==> src/rtl/instr_fetch_unit_if.sv <==
// Instruction-memory link between the fetch unit and imem.
// master: fetch side drives requests; slave: memory side answers.
interface instr_fetch_unit_if;
  logic        imem_req_valid;
  logic        imem_req_ready;
  logic [31:0] imem_req_addr;
  logic        imem_rsp_valid;
  logic [31:0] imem_rsp_data;

  modport master (
    output imem_req_valid,
    output imem_req_addr,
    input  imem_req_ready,
    input  imem_rsp_valid,
    input  imem_rsp_data
  );

  modport slave (
    input  imem_req_valid,
    input  imem_req_addr,
    output imem_req_ready,
    output imem_rsp_valid,
    output imem_rsp_data
  );
endinterface

==> src/rtl/instr_fetch_unit.sv <==
// Fetch front end: PC, credit-limited imem requests, DEPTH-entry word FIFO.
// Ports: CLOCK_50/reset, imem link (if), ins/ins_pc/ins_valid/ins_ready, redirect/redirect_pc, fifo_count.
module instr_fetch_unit #(
  parameter int unsigned DEPTH    = 4,
  parameter logic [31:0] RESET_PC = 32'h0
) (
  input  logic                     CLOCK_50,
  input  logic                     reset,
  instr_fetch_unit_if.master       imem,
  output logic [31:0]              ins,
  output logic [31:0]              ins_pc,
  output logic                     ins_valid,
  input  logic                     ins_ready,
  input  logic                     redirect,
  input  logic [31:0]              redirect_pc,
  output logic [$clog2(DEPTH):0]   fifo_count
);
  localparam int AW = $clog2(DEPTH);
  localparam int CW = AW + 1;
  localparam logic [CW:0] CAP = DEPTH[CW:0];

  typedef logic [CW-1:0] cnt_t;
  typedef logic [AW-1:0] ptr_t;
  typedef struct packed {
    logic [31:0] pc;
    logic [31:0] data;
  } fetch_ent_t;

  fetch_ent_t  fbuf [DEPTH];
  fetch_ent_t  head;

  logic [31:0] fpc, fpc_n;
  logic [31:0] rsp_pc, rsp_pc_n;
  logic [31:0] last_ins, last_ins_n;
  logic [31:0] last_pc, last_pc_n;
  logic [31:0] tgt;
  cnt_t        outstanding, out_n;
  cnt_t        drop_cnt, drop_n;
  cnt_t        count, count_n;
  ptr_t        wptr, wptr_n;
  ptr_t        rptr, rptr_n;
  logic [CW:0] in_use;
  logic        req_fire, rsp_fire, push, pop;
  logic        unused_pc_lsb;

  assign unused_pc_lsb = ^redirect_pc[1:0];
  assign tgt    = {redirect_pc[31:2], 2'b00};
  assign in_use = {1'b0, outstanding} + {1'b0, count};

  // Credits cover both in-flight words and buffered ones, so the
  // FIFO can never be overrun by returning data.
  assign imem.imem_req_valid = !reset && !redirect &&
                               drop_cnt == '0 && in_use < CAP;
  assign imem.imem_req_addr  = fpc;

  assign req_fire = imem.imem_req_valid && imem.imem_req_ready;
  assign rsp_fire = imem.imem_rsp_valid && outstanding != '0;
  assign push     = rsp_fire && !redirect && drop_cnt == '0;

  assign head       = fbuf[rptr];
  assign ins_valid  = count != '0;
  assign pop        = ins_valid && ins_ready;
  assign ins        = ins_valid ? head.data : last_ins;
  assign ins_pc     = ins_valid ? head.pc : last_pc;
  assign fifo_count = count;

  always_comb begin
    fpc_n      = fpc;
    rsp_pc_n   = rsp_pc;
    drop_n     = drop_cnt;
    count_n    = count;
    wptr_n     = wptr;
    rptr_n     = rptr;
    out_n      = outstanding + cnt_t'(req_fire) - cnt_t'(rsp_fire);
    last_ins_n = ins;
    last_pc_n  = ins_pc;
    if (redirect) begin
      // No request fires here, so out_n is what is still in flight.
      fpc_n    = tgt;
      rsp_pc_n = tgt;
      drop_n   = out_n;
      count_n  = '0;
      wptr_n   = '0;
      rptr_n   = '0;
    end else begin
      if (req_fire)
        fpc_n = fpc + 32'd4;
      if (rsp_fire && drop_cnt != '0)
        drop_n = drop_cnt - cnt_t'(1);
      if (push) begin
        wptr_n   = wptr + ptr_t'(1);
        rsp_pc_n = rsp_pc + 32'd4;
      end
      if (pop)
        rptr_n = rptr + ptr_t'(1);
      count_n = count + cnt_t'(push) - cnt_t'(pop);
    end
  end

  always_ff @(posedge CLOCK_50) begin
    if (reset) begin
      fpc         <= RESET_PC;
      rsp_pc      <= RESET_PC;
      outstanding <= '0;
      drop_cnt    <= '0;
      count       <= '0;
      wptr        <= '0;
      rptr        <= '0;
      last_ins    <= '0;
      last_pc     <= '0;
    end else begin
      fpc         <= fpc_n;
      rsp_pc      <= rsp_pc_n;
      outstanding <= out_n;
      drop_cnt    <= drop_n;
      count       <= count_n;
      wptr        <= wptr_n;
      rptr        <= rptr_n;
      last_ins    <= last_ins_n;
      last_pc     <= last_pc_n;
    end
  end

  always_ff @(posedge CLOCK_50) begin
    if (!reset && push)
      fbuf[wptr] <= '{pc: rsp_pc, data: imem.imem_rsp_data};
  end

  a_rsp_credit: assert property (
    @(posedge CLOCK_50) disable iff (reset)
    imem.imem_rsp_valid |-> outstanding != '0
  );
endmodule

==> src/flat_wrapper.sv <==
// flat-port wrapper written by rule: the top's interface ports become plain ports
module instr_fetch_unit_flat 
#(
  parameter int unsigned DEPTH    = 4,
  parameter logic [31:0] RESET_PC = 32'h0
)
  (CLOCK_50, reset, ins, ins_pc, ins_valid, ins_ready, redirect, redirect_pc, fifo_count, imem_imem_req_valid, imem_imem_req_addr, imem_imem_req_ready, imem_imem_rsp_valid, imem_imem_rsp_data);
  instr_fetch_unit_if imem_i ();
  input  logic CLOCK_50;
  input  logic reset;
  output logic [31:0] ins;
  output logic [31:0] ins_pc;
  output logic ins_valid;
  input  logic ins_ready;
  input  logic redirect;
  input  logic [31:0] redirect_pc;
  output logic [$clog2(DEPTH):0] fifo_count;
  output wire logic [$bits(imem_i.imem_req_valid)-1:0] imem_imem_req_valid;
  output wire logic [$bits(imem_i.imem_req_addr)-1:0] imem_imem_req_addr;
  input wire logic [$bits(imem_i.imem_req_ready)-1:0] imem_imem_req_ready;
  input wire logic [$bits(imem_i.imem_rsp_valid)-1:0] imem_imem_rsp_valid;
  input wire logic [$bits(imem_i.imem_rsp_data)-1:0] imem_imem_rsp_data;
  assign imem_imem_req_valid = imem_i.imem_req_valid;
  assign imem_imem_req_addr = imem_i.imem_req_addr;
  assign imem_i.imem_req_ready = imem_imem_req_ready;
  assign imem_i.imem_rsp_valid = imem_imem_rsp_valid;
  assign imem_i.imem_rsp_data = imem_imem_rsp_data;
  instr_fetch_unit #(.DEPTH(DEPTH), .RESET_PC(RESET_PC)) u_core (.CLOCK_50(CLOCK_50), .reset(reset), .imem(imem_i), .ins(ins), .ins_pc(ins_pc), .ins_valid(ins_valid), .ins_ready(ins_ready), .redirect(redirect), .redirect_pc(redirect_pc), .fifo_count(fifo_count));
endmodule
==> config.mk <==
export PLATFORM = sky130hd
export DESIGN_NAME = instr_fetch_unit_flat
export DESIGN_NICKNAME = d
export VERILOG_FILES = /design/src/rtl/instr_fetch_unit_if.sv /design/src/rtl/instr_fetch_unit.sv /design/src/flat_wrapper.sv
export SDC_FILE = /design/constraint.sdc
export NUM_CORES = 1
export LEC_CHECK = 0
export BUFFER_PORTS_ARGS = -buffer_cell sky130_fd_sc_hd__buf_2
export CAP_MARGIN = 10
export CORE_AREA = 2 2 241 267
export DETAILED_ROUTE_END_ITERATION = 12
export DIE_AREA = 0 0 243 269
export SLEW_MARGIN = 40
export SYNTH_ARGS = -nofsm -noshare
export SYNTH_HDL_FRONTEND = slang
export SYNTH_SLANG_ARGS = --single-unit
==> constraint.sdc <==
create_clock -name CLOCK_50 -period 8.05 [get_ports CLOCK_50]
set_input_delay 0.4025 -clock CLOCK_50 [delete_from_list [all_inputs] [get_ports CLOCK_50]]
set_output_delay 0.4025 -clock CLOCK_50 [all_outputs]
set_load 0.05 [all_outputs]
Word-level counts from Yosys, hierarchy flattened
Memories as Yosys holds them, arrays and structs flattened. A register that Yosys moved wholly into a read port is not among the register bits.
Index checks and enable logic that the tools add are counted.
{"block": "word_totals", "ff_bits": 141, "wordCells": 55, "mem_bits_rw": 256, "memories": 1}
{"block": "classes", "mux": 12, "n_addsub": 10, "order_cmp": 1, "reduce_logical": 20}
{"memory": "u_core.fbuf", "words": 4, "width": 64, "rd": 1, "rd_clocked_by_memory_dff": 1, "write_ports": 1, "line": "instr_fetch_unit.sv:29", "source": "fetch_ent_t fbuf [DEPTH];"}
{"op": "$mux 32", "n": 6}
{"op": "$add 32x3->32 const B", "n": 2}
{"op": "$logic_and 1x1->1", "n": 10}
{"op": "$reduce_bool 3->1", "n": 3}
{"op": "$add 3x1->3", "n": 2}
{"op": "$mux 3", "n": 2}
{"op": "$reduce_bool 2->1", "n": 3}
{"op": "$sub 3x1->3", "n": 2}
{"op": "$add 2x1->2 const B", "n": 2}
{"op": "$add 3x3->4", "n": 1}
{"op": "$lt 4x3->1 const B", "n": 1}
{"op": "$mux 2", "n": 2}
{"op": "$logic_not 3->1", "n": 1}
{"op": "$sub 3x1->3 const B", "n": 1}
{"op": "$logic_not 1->1", "n": 2}
{"op": "$mux 1", "n": 2}
{"op": "$reduce_or 2->1", "n": 1}

Depth between registers and ports, before layout
Gate-level depths: netlist of the first run.
{"block": "logic_depth", "depth_word": 8, "mapped_depth": 12, "depth_no_buf": 10}

Least setup slack after synthesis of the first run
Ideal clock, no wire load.
{"block": "synth_path", "path_kind": "flip-flop to flip-flop", "start": "register u_core.count[2] (netlist: u_core.fifo_count[2])", "end": "register u_core.drop_cnt[2]", "stages_incl_launch_ff": 12, "arrival_ps": 3095, "path_buffers": 2, "required_ps": 7964, "setup_ps": 86, "slack_ps": 4870, "path_cell_list": "dfxtp_1 > ha_1 > or3_1 > or4b_1 > buf_2 > clkinv_4 > buf_4 > ha_1 > inv_1 > fa_1 > xnor2_1 > a211oi_1"}
{"block": "synth_via", "elab_chain_cells": 7}
{"item": "start, declared", "line": "instr_fetch_unit.sv:39", "source": "cnt_t count, count_n;"}
{"item": "start signal, assigned", "line": "instr_fetch_unit.sv:116", "source": "count <= count_n;"}
{"item": "$add 3x3->4", "line": "instr_fetch_unit.sv:48", "source": "assign in_use = {1'b0, outstanding} + {1'b0, count};"}
{"item": "$lt 4x3->1", "line": "instr_fetch_unit.sv:53", "source": "drop_cnt == '0 && in_use < CAP;"}
{"item": "$logic_and 1x1->1", "line": "instr_fetch_unit.sv:53"}
{"item": "$logic_and 1x1->1", "line": "instr_fetch_unit.sv:56", "source": "assign req_fire = imem.imem_req_valid && imem.imem_req_ready;"}
{"item": "$add 3x1->3", "line": "instr_fetch_unit.sv:74", "source": "out_n = outstanding + cnt_t'(req_fire) - cnt_t'(rsp_fire);"}
{"item": "$sub 3x1->3", "line": "instr_fetch_unit.sv:74"}
{"item": "$mux 3", "line": "instr_fetch_unit.sv:77", "source": "if (redirect) begin"}
{"item": "end signal, assigned", "line": "instr_fetch_unit.sv:115", "source": "drop_cnt <= drop_n;"}
{"item": "end, declared", "line": "instr_fetch_unit.sv:38", "source": "cnt_t drop_cnt, drop_n;"}
No other way between the ends.
A chain may end at the register's enable or synchronous reset.

Worst setup path in the final report of the first run
{"block": "layout_path", "start": "register u_core.count[1] (netlist: u_core.fifo_count[1])", "end": "output port ins_pc[4]"}
{"block": "layout_via", "elab_chain_cells": 2}
{"item": "$reduce_bool 3->1", "line": "instr_fetch_unit.sv:61", "source": "assign ins_valid = count != '0;"}
{"item": "$mux 32", "line": "instr_fetch_unit.sv:64", "source": "assign ins_pc = ins_valid ? head.pc : last_pc;"}
{"item": "end, declared", "line": "flat_wrapper.sv:12", "source": "output logic [31:0] ins_pc;"}
No other way between the ends.

==> results of run 1 <==
-- layer usage --
layer	vias up	global-route usage, %	share of wire, %
met5	-	0	0.042
li1	4646	-	-
met1	4862	15.3	44
met3	56	2.55	6.0
met4	2	3.33	2.2
met2	280	19.2	47
-- registers in the layout, indices dropped and copies added (netlist names), named ones only --
name / flops
u_core.fbuf: 248
u_core.drop_cnt: 3
u_core.imem.imem_req_addr: 30
u_core.rptr: 2
u_core.last_pc: 32
u_core.fifo_count: 3
u_core.last_ins: 32
u_core.rsp_pc: 30
u_core.wptr: 2
u_core.outstanding: 3
-- synthesized netlist by cell type (4+ instances only) --
cell        n
edfxtp_1  248
nand2_1   235
dfxtp_1   139
nor2b_1    66
mux4_2     62
nor2_1     44
clkbuf_1   43
a21oi_1    25
inv_1      24
nand3_1    22
xnor2_1    21
nand4_1    19
xor2_1     19
a31oi_1    18
o21ai_0    18
a211oi_1   17
buf_1      15
a21boi_0   14
ha_1       14
nor3_1     13
or3_1      12
and3_1     10
and2_1      9
nor4_1      7
a41oi_1     5
o211ai_1    5
a311oi_1    4
and4_1      4
nand3b_1    4
or2_2       4
or4_1       4
-- stage by stage --
step | total power [uW] | hold slack [ps] | cells | cell area (um2) | setup WS, ps
after floorplan | 3000 | 469 | 1179 | 15600 | 4870
after global placement | 3270 | 476 | 2131 | 17300 | 4610
after detailed placement | 3290 | 493 | 2141 | 17500 | 4560
after CTS | 5370 | 5.81 | 2221 | 19000 | 4690
after global routing | 5520 | 19.8 | 2221 | 19000 | 4590
final | 5290 | 52.1 | 2222 | 19000 | 4800
-- where the power goes --
| group | total [uW] | switching, uW | internal, uW | leakage, uW |
|---|---|---|---|---|
| logic | 941 | 690 | 251 | 0.00269 |
| clock network | 2060 | 812 | 1250 | 0.000738 |
| registers | 2290 | 71.3 | 2220 | 0.00339 |
-- final timing paths --
kind / to / slack, ps / cells after the start
setup / recovery: ins_pc[4] / 4800 / 6
hold / removal: u_core.fbuf[0][4] / 50 / 1
setup reg to reg: u_core.drop_cnt[2] / 4890 / 11
hold reg to reg: u_core.wptr[1] / 500 / 2
-- layout make-up --
class | count | area share [%]
diodes | 1 | 0.0131
multi-input cells | 702 | 26.3
repair buffers | 185 | 5.88
inverters | 26 | 0.539
clock buffers | 61 | 6.72
clock inverters | 19 | 1.23
well taps | 841 | 5.53
flip-flops and latches | 387 | 53.8
-- logic make-up (layout without fill, tap and decap cells) --
group           Yosys count  after routing  synth area share (%)
compound gates          119            119                  5.04
xor+xnor                 40             40                  2.25
fa+ha+maj                16             16                  1.38
buf+inv                  90            291                  2.34
flops                   387            387                  65.7
mux                      63             63                  9.05
other cells               1              3                0.0241
simple gates            462            462                  14.2
-- worst max-delay path: cells and delay by family (launching register included) --
| family | cells | cell delay, ps |
|---|---|---|
| flops | 1 | 440 |
| simple gates | 3 | 440 |
| buf+inv | 3 | 1380 |
==> run metrics, run 1 <==
Syn Inst Count=1178; Worst Hold Class=primary input to flip-flop; P_leak=0.00681 uW; total wire length=38300 um; Clock Path Buffers=3; drt drc=0; commonest non-fill, non-tap cell in the layout=edfxtp_1; area delta synth->final=22.3%; FF+latch count, synth=387; Die Y=269 um; Core Region=roughly 63000 um2; Nets=1431; top cell type by total area after synthesis=edfxtp_1; Starting Density=24.7%; CTS-repair resized insts=0; Reg area=10200 um2; critical setup path kind=flip-flop to output port; fin. max-slew vios=0; Post-synth top flop=edfxtp_1; Syn Std Cell Area=15600 um2; post-synthesis sequential area ratio=65.7%; part of the cycle the worst path needs=40.3%; Remaining Overflow, GRT=0; RSZ-0062 raised after global routing=false; Syn Area/Cell=about 13 um2; PortBufs=166; wire length per cell=17.3 um; First-pass DRT Iterations=7; power per cell area=around 280 nW/um2; CTS tree=done; endpoints failing hold=0; initial detailed-routing violation count=between 500 and 600; top cell type's share of synthesized area=47.9%; FMAX=308 MHz; Fill cells=6426; Yosys warnings=0; Crit. End Element=output port; ratio of cells with drive above 1 in the final layout=24.5%; Clk Latency, worst-skew pair=about 570 ps; Max Cap Viol=0; Antenna Nets Post-Route=0; Post-CTS Hold Buffers=0; Slowest-stage cell, CP=inv_2; worst slew pin tran=around 840 ps; Sinks on Clock Net=387; status=finished clean; Max FO, Critical Path=34; Crit path required time=7650 ps; Worst Skew=29.4 ps; synth top area cells=edfxtp_1 (48%), dfxtp_1 (18%), mux4_2 (9.0%), nand2_1 (5.7%), nor2b_1 (2.7%); Synth async-reset ratio=0%; row count=97; Max-slew headroom=a little over two fifths; setup TNS=0 ps; H-tree levels=2; final setup violation count=0; cell mode on critical path=nand2_1; I/O pins=171; postcts setup bufs=0; hold_sp=imem_imem_rsp_data[4]; CP startpoint=u_core.fifo_count[1]; WP data arrival=around 2800 ps; die span in x=between 200 and 250 um; die area=between 60000 and 70000 um2; Multi-input gate area=5000 um2; critical path's largest stage delay=approximately 570 ps; EDFF count, synth=248; CP cell instances=nor3_2 -> inv_2 -> buf_4 -> nand2_1 -> nand2_1 -> buf_2; vias in the first global route=approximately 10000; largest net degree at the start of global routing=73; first-pass GRT wire length=approximately 58000 um; CP Launch Type=flip-flop; global-route usage over all layers=11.6%; initial antenna violation count=1; VDD IR max=143 uV; total CTS buffers=between 40 and 50; vias per inst=4.43; Final GP Congestion=0.785; post-synthesis cell type count=53; Reg-to-Reg Start=u_core.drop_cnt[0]; Post-DP HPWL=25600 um; final core utilization=a little under a third; most frequent cells in the layout=edfxtp_1 (248), nand2_1 (235), buf_2 (165); via count=~9800; Worst-path clk slew=60 ps; Root Buffer=clkbuf_16; minimum clock period=3250 ps
Note: power is estimated with default switching activity, not from simulation.
==> inputs of run 2 (changes only) <==
Clock period 8.05 ns to 2.91 ns, I/O delays scaled along.
==> run 2 against run 1 <==
  * Final cell count grew 3.0%
  * Critical path type is now flip-flop to flip-flop
  * Worst setup slack worse by 4700 ps
  * Power rose to 2.7 times the previous value
  * Combinational power increased to 2.9 times the previous value
  * First-iteration DRC count increased by 6.9%
  * Via count increased by 2.9%
  * Largest cell class unchanged
  * Sequential cell count did not move
  * Clock-buffer cell count shrank 8
  * Global-route usage grew 0.54 points
  * Cell area grew 3.1%
  * Die area is the same
==> run metrics, run 2 (synthesis results as in run 1) <==
RSZ-0062 raised after global routing=false; Clock Path Buffers=3; first-pass GRT wire length=60800 um; Root Buffer=clkbuf_16; row count=slightly below 100; First-pass DRT Iterations=4; Remaining Overflow, GRT=0; Max FO, Critical Path=4; Core Region=62900 um2; total wire length=40000 um; die area=around 65000 um2; initial detailed-routing violation count=591; critical setup path kind=flip-flop to flip-flop; Worst-path clk slew=60 ps; Crit. End Element=flip-flop; Final GP Congestion=about 0.79; status=finished clean; largest net degree at the start of global routing=65; Max Cap Viol=0; power per cell area=approximately 730 nW/um2; endpoints failing hold=0; most frequent cells in the layout=edfxtp_1 (248), nand2_1 (235), buf_2 (165); Max-slew headroom=between 40% and 50%; Antenna Nets Post-Route=0; via count=10100; Worst Hold Class=primary input to flip-flop; Sinks on Clock Net=387; Post-DP HPWL=26000 um; wire length per cell=17.5 um; commonest non-fill, non-tap cell in the layout=edfxtp_1; Die Y=269 um; drt drc=0; VDD IR max=around 390 uV; Nets=1500; ratio of cells with drive above 1 in the final layout=a little under a quarter; Worst Skew=approximately 20 ps; FMAX=roughly 360 MHz; total CTS buffers=42; WP data arrival=3150 ps; final core utilization=31.2%; CTS tree=done; vias per inst=4.43; die span in x=243 um; P_leak=0.00705 uW; worst slew pin tran=775 ps; Clk Latency, worst-skew pair=about 560 ps; Starting Density=24.7%; Crit path required time=3310 ps; part of the cycle the worst path needs=94.8%; postcts setup bufs=0; global-route usage over all layers=12.1%; I/O pins=roughly 170; initial antenna violation count=0; H-tree levels=2; most flop-heavy register=u_core.fbuf; Largest regs=u_core.fbuf x248, u_core.last_ins x32, u_core.last_pc x32; max reg flops=~250; PortBufs=between 150 and 200; CP Launch Type=flip-flop; vias in the first global route=10300; fin. max-slew vios=0; area delta synth->final=26.1%; minimum clock period=around 2800 ps; setup TNS=0 ps; final setup violation count=0
## run 2: worst max-delay path: stages (launching register included)
cell and delay, ps:
dfxtp_1 300, inv_1 100, ha_1 230, or4b_1 470, or4b_4 550, clkinv_4 70
ha_1 140, inv_1 50, fa_1 380, xnor2_1 230, a211oi_1 100
## run 2: timing repair
item / CTS / global route
setup endpoints to repair: 0 / 6
gates resized for setup: 0 / 1
hold buffers: 60 / 0
endpoints found under the hold margin: 183 / 0
## run 2: where the power goes
group / total (uW) / switching [uW] / internal, uW
clock network: 5360 / 2220 / 3140
registers: 6330 / 196 / 6140
logic: 2720 / 1940 / 778
## run 2: final timing paths
kind	start	cells past startpoint	to	slack [ps]
worst max-delay path	u_core.drop_cnt[0]	10	u_core.drop_cnt[2]	150
worst min-delay path	redirect	3	u_core.fifo_count[1]	70
worst max register to register	u_core.drop_cnt[0]	10	u_core.drop_cnt[2]	150
worst min register to register	u_core.wptr[1]	2	u_core.wptr[1]	520
## run 2: metrics by stage
step | power, uW | std cells | setup slack, ps | hold WS, ps | area, um2
5_1_grt | 15000 | 2288 | 25.7 | 43.1 | 19600
3_3_place_gp | 9060 | 2143 | 147 | 356 | 17400
6_report | 14400 | 2289 | 153 | 71.5 | 19600
4_1_cts | 14600 | 2288 | 77.6 | 13.6 | 19600
3_5_place_dp | 9140 | 2151 | 98.1 | 366 | 17600
2_1_floorplan | 8300 | 1179 | 25.7 | 244 | 15600
## run 2: metal layers
metal | track usage, % | vias up | share of wire (%)
li1 | - | 4793 | -
met1 | 15.8 | 5000 | 45
met2 | 20.7 | 291 | 48
met3 | 2.42 | 51 | 5.6
met4 | 3.15 | 0 | 1.8
met5 | 0 | - | 0
## run 2: layout make-up
class / count / area [um2]
multi-input combinational: 702 / 5000
antenna: 1 / 2.50
inverter: 26 / 103
clock buffer: 53 / 1130
fill: 6318 / 43200
clock inverter: 24 / 246
tap: 841 / 1050
sequential: 387 / 10200
timing repair buffer: 255 / 1840
